<file path="config.mk">
export PLATFORM = sky130hd
export DESIGN_NAME = i2c_ui_sequencer
export DESIGN_NICKNAME = d
export VERILOG_FILES = /design/src/rtl/i2c_ui_pkg.sv /design/src/rtl/i2c_ui_sequencer_btn_debounce.sv /design/src/rtl/i2c_ui_sequencer.sv
export SDC_FILE = /design/constraint.sdc
export NUM_CORES = 1
export LEC_CHECK = 0
export CELL_PAD_IN_SITES_DETAIL_PLACEMENT = 1
export CELL_PAD_IN_SITES_GLOBAL_PLACEMENT = 2
export CORE_UTILIZATION = 35
export DETAILED_ROUTE_END_ITERATION = 7
export HOLD_SLACK_MARGIN = 0.05
export PLACE_DENSITY = 0.8
export REMOVE_ABC_BUFFERS = 1
export SKIP_LAST_GASP = 1
export SLEW_MARGIN = 20
export SYNTH_ARGS = -nofsm -noshare
export SYNTH_HDL_FRONTEND = slang
export SYNTH_SLANG_ARGS = --single-unit
</file>
<file path="constraint.sdc">
create_clock -name clk -period 4.16 [get_ports clk]
set_clock_uncertainty 0.05 [all_clocks]
set_input_delay 0.416 -clock clk [delete_from_list [all_inputs] [get_ports clk]]
set_output_delay 0.416 -clock clk [all_outputs]
set_load 0.02 [all_outputs]
</file>
<file path="src/rtl/i2c_ui_pkg.sv">
// i2c_ui_pkg: shared state and error encodings for the I2C front-panel sequencer
package i2c_ui_pkg;
  typedef enum logic [1:0] {IDLE, ISSUE, WAIT, DONE} state_t;
  typedef enum logic [1:0] {ERR_OK = 2'b00, ERR_NACK = 2'b01, ERR_TIMEOUT = 2'b10} err_t;
endpackage

</file>
<file path="src/rtl/i2c_ui_sequencer_btn_debounce.sv">
// btn_debounce: accepts a level change after DB_CYCLES constant cycles, flags rising edges
module btn_debounce #(
  parameter int DB_CYCLES = 1_000_000
) (
  input  logic clk,
  input  logic rst_n,
  input  logic raw,
  output logic stable,
  output logic press
);
  localparam int W = $clog2(DB_CYCLES);
  localparam logic [W-1:0] C_MAX = W'(DB_CYCLES - 1);
  logic [W-1:0] r_cnt;
  logic r_stable, r_stable_q;
  always_ff @(posedge clk or negedge rst_n)
    if (!rst_n) begin
      r_cnt      <= '0;
      r_stable   <= 1'b0;
      r_stable_q <= 1'b0;
    end else begin
      r_stable_q <= r_stable;
      if (raw == r_stable) r_cnt <= '0;
      else if (r_cnt == C_MAX) begin
        r_stable <= raw;
        r_cnt    <= '0;
      end else r_cnt <= r_cnt + W'(1);
    end
  assign stable = r_stable;
  assign press  = r_stable & ~r_stable_q;
endmodule

</file>
<file path="src/rtl/i2c_ui_sequencer.sv">
// i2c_ui_sequencer: button-triggered single I2C transaction with watchdog and status
module i2c_ui_sequencer
  import i2c_ui_pkg::*;
#(
  parameter int         N_SW        = 4,
  parameter int         DB_CYCLES   = 1_000_000,
  parameter int         TIMEOUT_CYC = 2_000_000,
  parameter logic [6:0] DEV_ADDR    = 7'h48,
  parameter logic [7:0] WR_DATA     = 8'hA5
) (
  input  logic            clk,
  input  logic            rst_n,
  input  logic [N_SW-1:0] sync_sw,
  input  logic            sync_btn,
  output logic            cmd_valid,
  input  logic            cmd_ready,
  output logic            cmd_rw,
  output logic [6:0]      cmd_addr,
  output logic [7:0]      cmd_reg,
  output logic [7:0]      cmd_wdata,
  input  logic            rsp_valid,
  input  logic            rsp_nack,
  input  logic [7:0]      rsp_rdata,
  output logic            busy,
  output logic            done,
  output logic [1:0]      err,
  output logic [7:0]      result
);
  localparam int WW = $clog2(TIMEOUT_CYC);
  localparam logic [WW-1:0] T_MAX = WW'(TIMEOUT_CYC - 1);
  state_t r_state, w_next;
  err_t r_err;
  logic [WW-1:0] r_wd;
  logic [7:0] r_reg, r_result;
  logic r_rw, w_stable, w_press, w_go, w_timeout, w_active;
  btn_debounce #(.DB_CYCLES(DB_CYCLES)) u_db (
    .clk    (clk),
    .rst_n  (rst_n),
    .raw    (sync_btn),
    .stable (w_stable),
    .press  (w_press)
  );
  assign w_go      = w_press & w_stable;
  assign w_active  = (r_state == ISSUE) || (r_state == WAIT);
  assign w_timeout = w_active && (r_wd == T_MAX);
  always_ff @(posedge clk or negedge rst_n)
    if (!rst_n) r_state <= IDLE;
    else r_state <= w_next;
  always_comb begin
    w_next = r_state;
    case (r_state)
      IDLE:    w_next = w_go ? ISSUE : IDLE;
      ISSUE:   w_next = w_timeout ? DONE : cmd_ready ? WAIT : ISSUE;
      WAIT:    w_next = (rsp_valid || w_timeout) ? DONE : WAIT;
      default: w_next = IDLE;
    endcase
  end
  always_ff @(posedge clk or negedge rst_n)
    if (!rst_n) begin
      r_rw     <= 1'b0;
      r_reg    <= '0;
      r_wd     <= '0;
      r_err    <= ERR_OK;
      r_result <= '0;
    end else begin
      if (r_state == IDLE && w_go) begin
        r_rw  <= sync_sw[0];
        r_reg <= 8'(sync_sw[N_SW-1:1]);
        r_wd  <= '0;
      end else if (w_active) r_wd <= r_wd + WW'(1);
      // a response in the watchdog's final cycle takes priority over the timeout
      if (r_state == WAIT && rsp_valid) begin
        r_err <= rsp_nack ? ERR_NACK : ERR_OK;
        if (r_rw && !rsp_nack) r_result <= rsp_rdata;
      end else if (w_timeout) r_err <= ERR_TIMEOUT;
    end
  assign cmd_valid = (r_state == ISSUE);
  assign cmd_rw    = r_rw;
  assign cmd_addr  = DEV_ADDR;
  assign cmd_reg   = r_reg;
  assign cmd_wdata = WR_DATA;
  assign busy      = (r_state != IDLE);
  assign done      = (r_state == DONE);
  assign err       = r_err;
  assign result    = r_result;
endmodule

</file>
==> out/qor.csv <==
stage,metric,value,unit
route,ANT nets after route,0,
yosys,synthesized area per cell,10.5,µm²
global_route,GRT Overall Usage,15.7,%
route,drt wl/cell,14.9,µm
placement,placement-stage cell area,0.00340,mm²
route,DR DRC count,0,
cts,clock root cell,clkbuf_8,
route,via/cell ratio,5.03,
sta,final setup fails,0,
global_route,total congestion overflow,0,
floorplan,die span in x,94.9,µm
route,initial detailed-routing violation count,127,
sta,relative slew slack,49.5,%
cts,CTS H-tree lvls,3,
layout,final instance area,0.00359,mm²
power,sw power,0.262,mW
sta,Final Cycle Share,54.8,%
yosys,Synth cell types,48,
critical_path,worst reg2reg path endpoint,r_state[0]$_DFF_PN0_,
route,Routed WL,6.52,mm
sta,final hold violations,0,
power,Clock Power Share,44.8,%
critical_path,RR Startpoint,r_state[1]$_DFF_PN0_,
cts,CTS clock-pin slew for the worst setup and hold paths,70,ps
sta,actual slew at the worst max-slew pin,758,ps
critical_path,Critical Path Source Type,register,
global_route,first-pass GRT wire length,10.9,mm
layout,max reg flops,21,
sta,Fmax achieved,0.439,GHz
layout,share of cells above drive strength 1,13.0,%
placement,dpl hpwl,4.65,mm
sta,Tmin final,2280,ps
floorplan,die area,0.00900,mm²
power,Pwr Density,319,mW/mm²
cts,Resize count post-CTS,0,
yosys,sequential fraction of the synthesis area,48.9,%
yosys,"Top FF cell, synth",dfrtp_1,
power,LEAKAGE,1.55,nW
sta,setup TNS,0,ps
floorplan,# rows,33,
layout,P&R area growth vs syn,18.9,%
critical_path,Setup CP Type,register to register,
yosys,"FFs w/ async S/R, synth",100,%
yosys,Post-Synthesis Cells,288,
cts,Clock Path Buffers,2,
sta,fin. max-slew vios,0,
yosys,"EDFF count, synth",0,
layout,"most common cell after layout, fill and taps aside",dfrtp_1,
global_route,number of global-route vias before repair,2258,
floorplan,Core ar.,0.00830,mm²
power,P_int,0.883,mW
critical_path,path depth of the worst reg2reg path,6,
critical_path,CP required,4350,ps
outcome,status,completed,
yosys,#FFs+latches synth,59,
placement,PortBufs,34,
layout,most frequent cells in the layout,"59 x dfrtp_1, 33 x clkdlybuf4s50_1, 29 x nor2_1, 20 x conb_1",
cts,Sink Count,59,
layout,FF/Latch Area,0.00148,mm²
sta,RSZ-0062 raised after global routing,no,
layout,fillcell total,918,
cts,CTS tree,yes,
route,vias,2200,
placement,DP Cell Count,421,
critical_path,reg2reg setup slack,1880,ps
floorplan,Starting Density,36.4,%
cts,cts bufs inserted,9,
floorplan,Die Y,94.9,µm
floorplan,I/O pin count,55,
cts,postcts setup bufs,0,
power,switching share of power,22.9,%
critical_path,Crit Path Max Fanout,10,
cts,worst-skew pair later-pin latency,330,ps
sta,worst setup slack after layout,1880,ps
flow_run,max_cap viols,0,
power,peak supply drop,0.162,mV
route,first-pass detailed-route iteration total,4,
critical_path,endpoint class of the critical path,register,
hold_path,Min-Delay Path Class,input port to asynchronous set/reset pin,
layout,Antenna Cells,0,
power,"Power, Total",1.15,mW
yosys,Syn Std Cell Area,0.00302,mm²
critical_path,arrival time at the worst endpoint,2470,ps
power,Flop pwr share,50.5,%
layout,Final Non-Filler Cells,437,
placement,dpl ws,1850,ps
cts,cts hold-fix bufs,0,
layout,nets@finish,351,
global_route,initial antenna violation count,0,
layout,area of the multi-input gates,0.00140,mm²
yosys,yosys warns,0,
global_route,largest net degree at the start of global routing,60,
placement,Placer Congestion,0.754,
power,Comb pwr share,4.7,%
layout,Largest Register,r_wd,
==> synth_stat cells (all sizes together) (2+ instances only) <==
master | n | area (µm²)
nor4b | 5 | 43.8
nand4 | 9 | 56.3
nand3 | 16 | 110
buf | 25 | 176
nand2 | 16 | 62.6
and3 | 2 | 12.5
nor2 | 29 | 109
mux2 | 13 | 146
and4 | 5 | 45.0
inv | 8 | 30.0
or4 | 6 | 48.8
or3 | 9 | 61.3
nor4 | 3 | 18.8
and2 | 2 | 12.5
or2 | 2 | 12.5
nor3 | 5 | 25.0
clkbuf | 2 | 7.51
o21ai | 7 | 35.0
a21oi | 11 | 58.8
o21a | 2 | 15.0
ha | 6 | 75.1
xnor2 | 10 | 87.6
dfrtp | 59 | 1480
xor2 | 15 | 131
o31ai | 6 | 45.0
conb | 2 | 7.51
==> power groups by stage <==
| stage | Combinational (mW) | Clock [mW] | Sequential, mW |
|---|---|---|---|
| global placement | 0.0540 | 0 | 0.590 |
| detailed placement | 0.0546 | 0 | 0.590 |
| floorplan | 0.0226 | 0 | 0.589 |
| finish | 0.0537 | 0.513 | 0.579 |
| CTS | 0.0547 | 0.532 | 0.579 |
| global route | 0.0606 | 0.558 | 0.579 |
==> worst max-delay path, stage by stage (launching register included) <==
cell,delay [ps]
dfrtp_1,420
inv_1,110
ha_1,360
and2_1,310
nand2_2,190
or3_1,480
a211oi_1,270
==> area by class of cell <==
class | count | share of cell area [%]
clock inverter | 5 | 1.46
timing repair buffer | 37 | 9.97
sequential | 59 | 41.1
multi-input combinational | 212 | 39.0
clock buffer | 11 | 3.94
inverter | 8 | 0.837
tap | 105 | 3.66
==> per-layer routing <==
metal | track usage (%) | vias to the layer above | routed length [µm]
li1 | - | 1064 | -
met1 | 19.9 | 1095 | 3040
met2 | 26.1 | 36 | 3240
met3 | 4.35 | 5 | 187
met4 | 4.55 | 0 | 44
met5 | 0 | - | 0
==> worst max-delay path by stage <==
stage	endpoint	from	slack, ps
after floorplan	u_db.r_cnt[10]$_DFF_PN0_	u_db.r_cnt[0]$_DFF_PN0_	1540
after global placement	err[0]$_DFFE_PN0P_	r_state[1]$_DFF_PN0_	1990
after detailed placement	r_state[0]$_DFF_PN0_	r_state[1]$_DFF_PN0_	1850
after CTS	r_state[0]$_DFF_PN0_	r_state[1]$_DFF_PN0_	1850
after global routing	r_state[0]$_DFF_PN0_	r_state[1]$_DFF_PN0_	1710
final	r_state[0]$_DFF_PN0_	r_state[1]$_DFF_PN0_	1880
==> cells by family (layout without fill, tap and decap cells) <==
kind of cell | Yosys count | after routing | synth area share, %
mux | 14 | 14 | 5.18
fa+ha+maj | 6 | 6 | 2.49
simple gates | 112 | 112 | 21.3
buf+inv | 35 | 61 | 7.09
other cells | 2 | 20 | 0.249
flops | 59 | 59 | 48.9
xor+xnor | 25 | 25 | 7.26
compound gates | 35 | 35 | 7.50
==> stage by stage <==
| stage | utilization [%] | hold WS [ps] |
|---|---|---|
| after floorplan | - | 70.4 |
| after global placement | 40.9 | 388 |
| after CTS | 43.3 | 211 |
| final | 43.3 | 180 |
| after global routing | 43.3 | 241 |
| after detailed placement | 40.9 | 392 |
(Power assumes the default switching activity.)
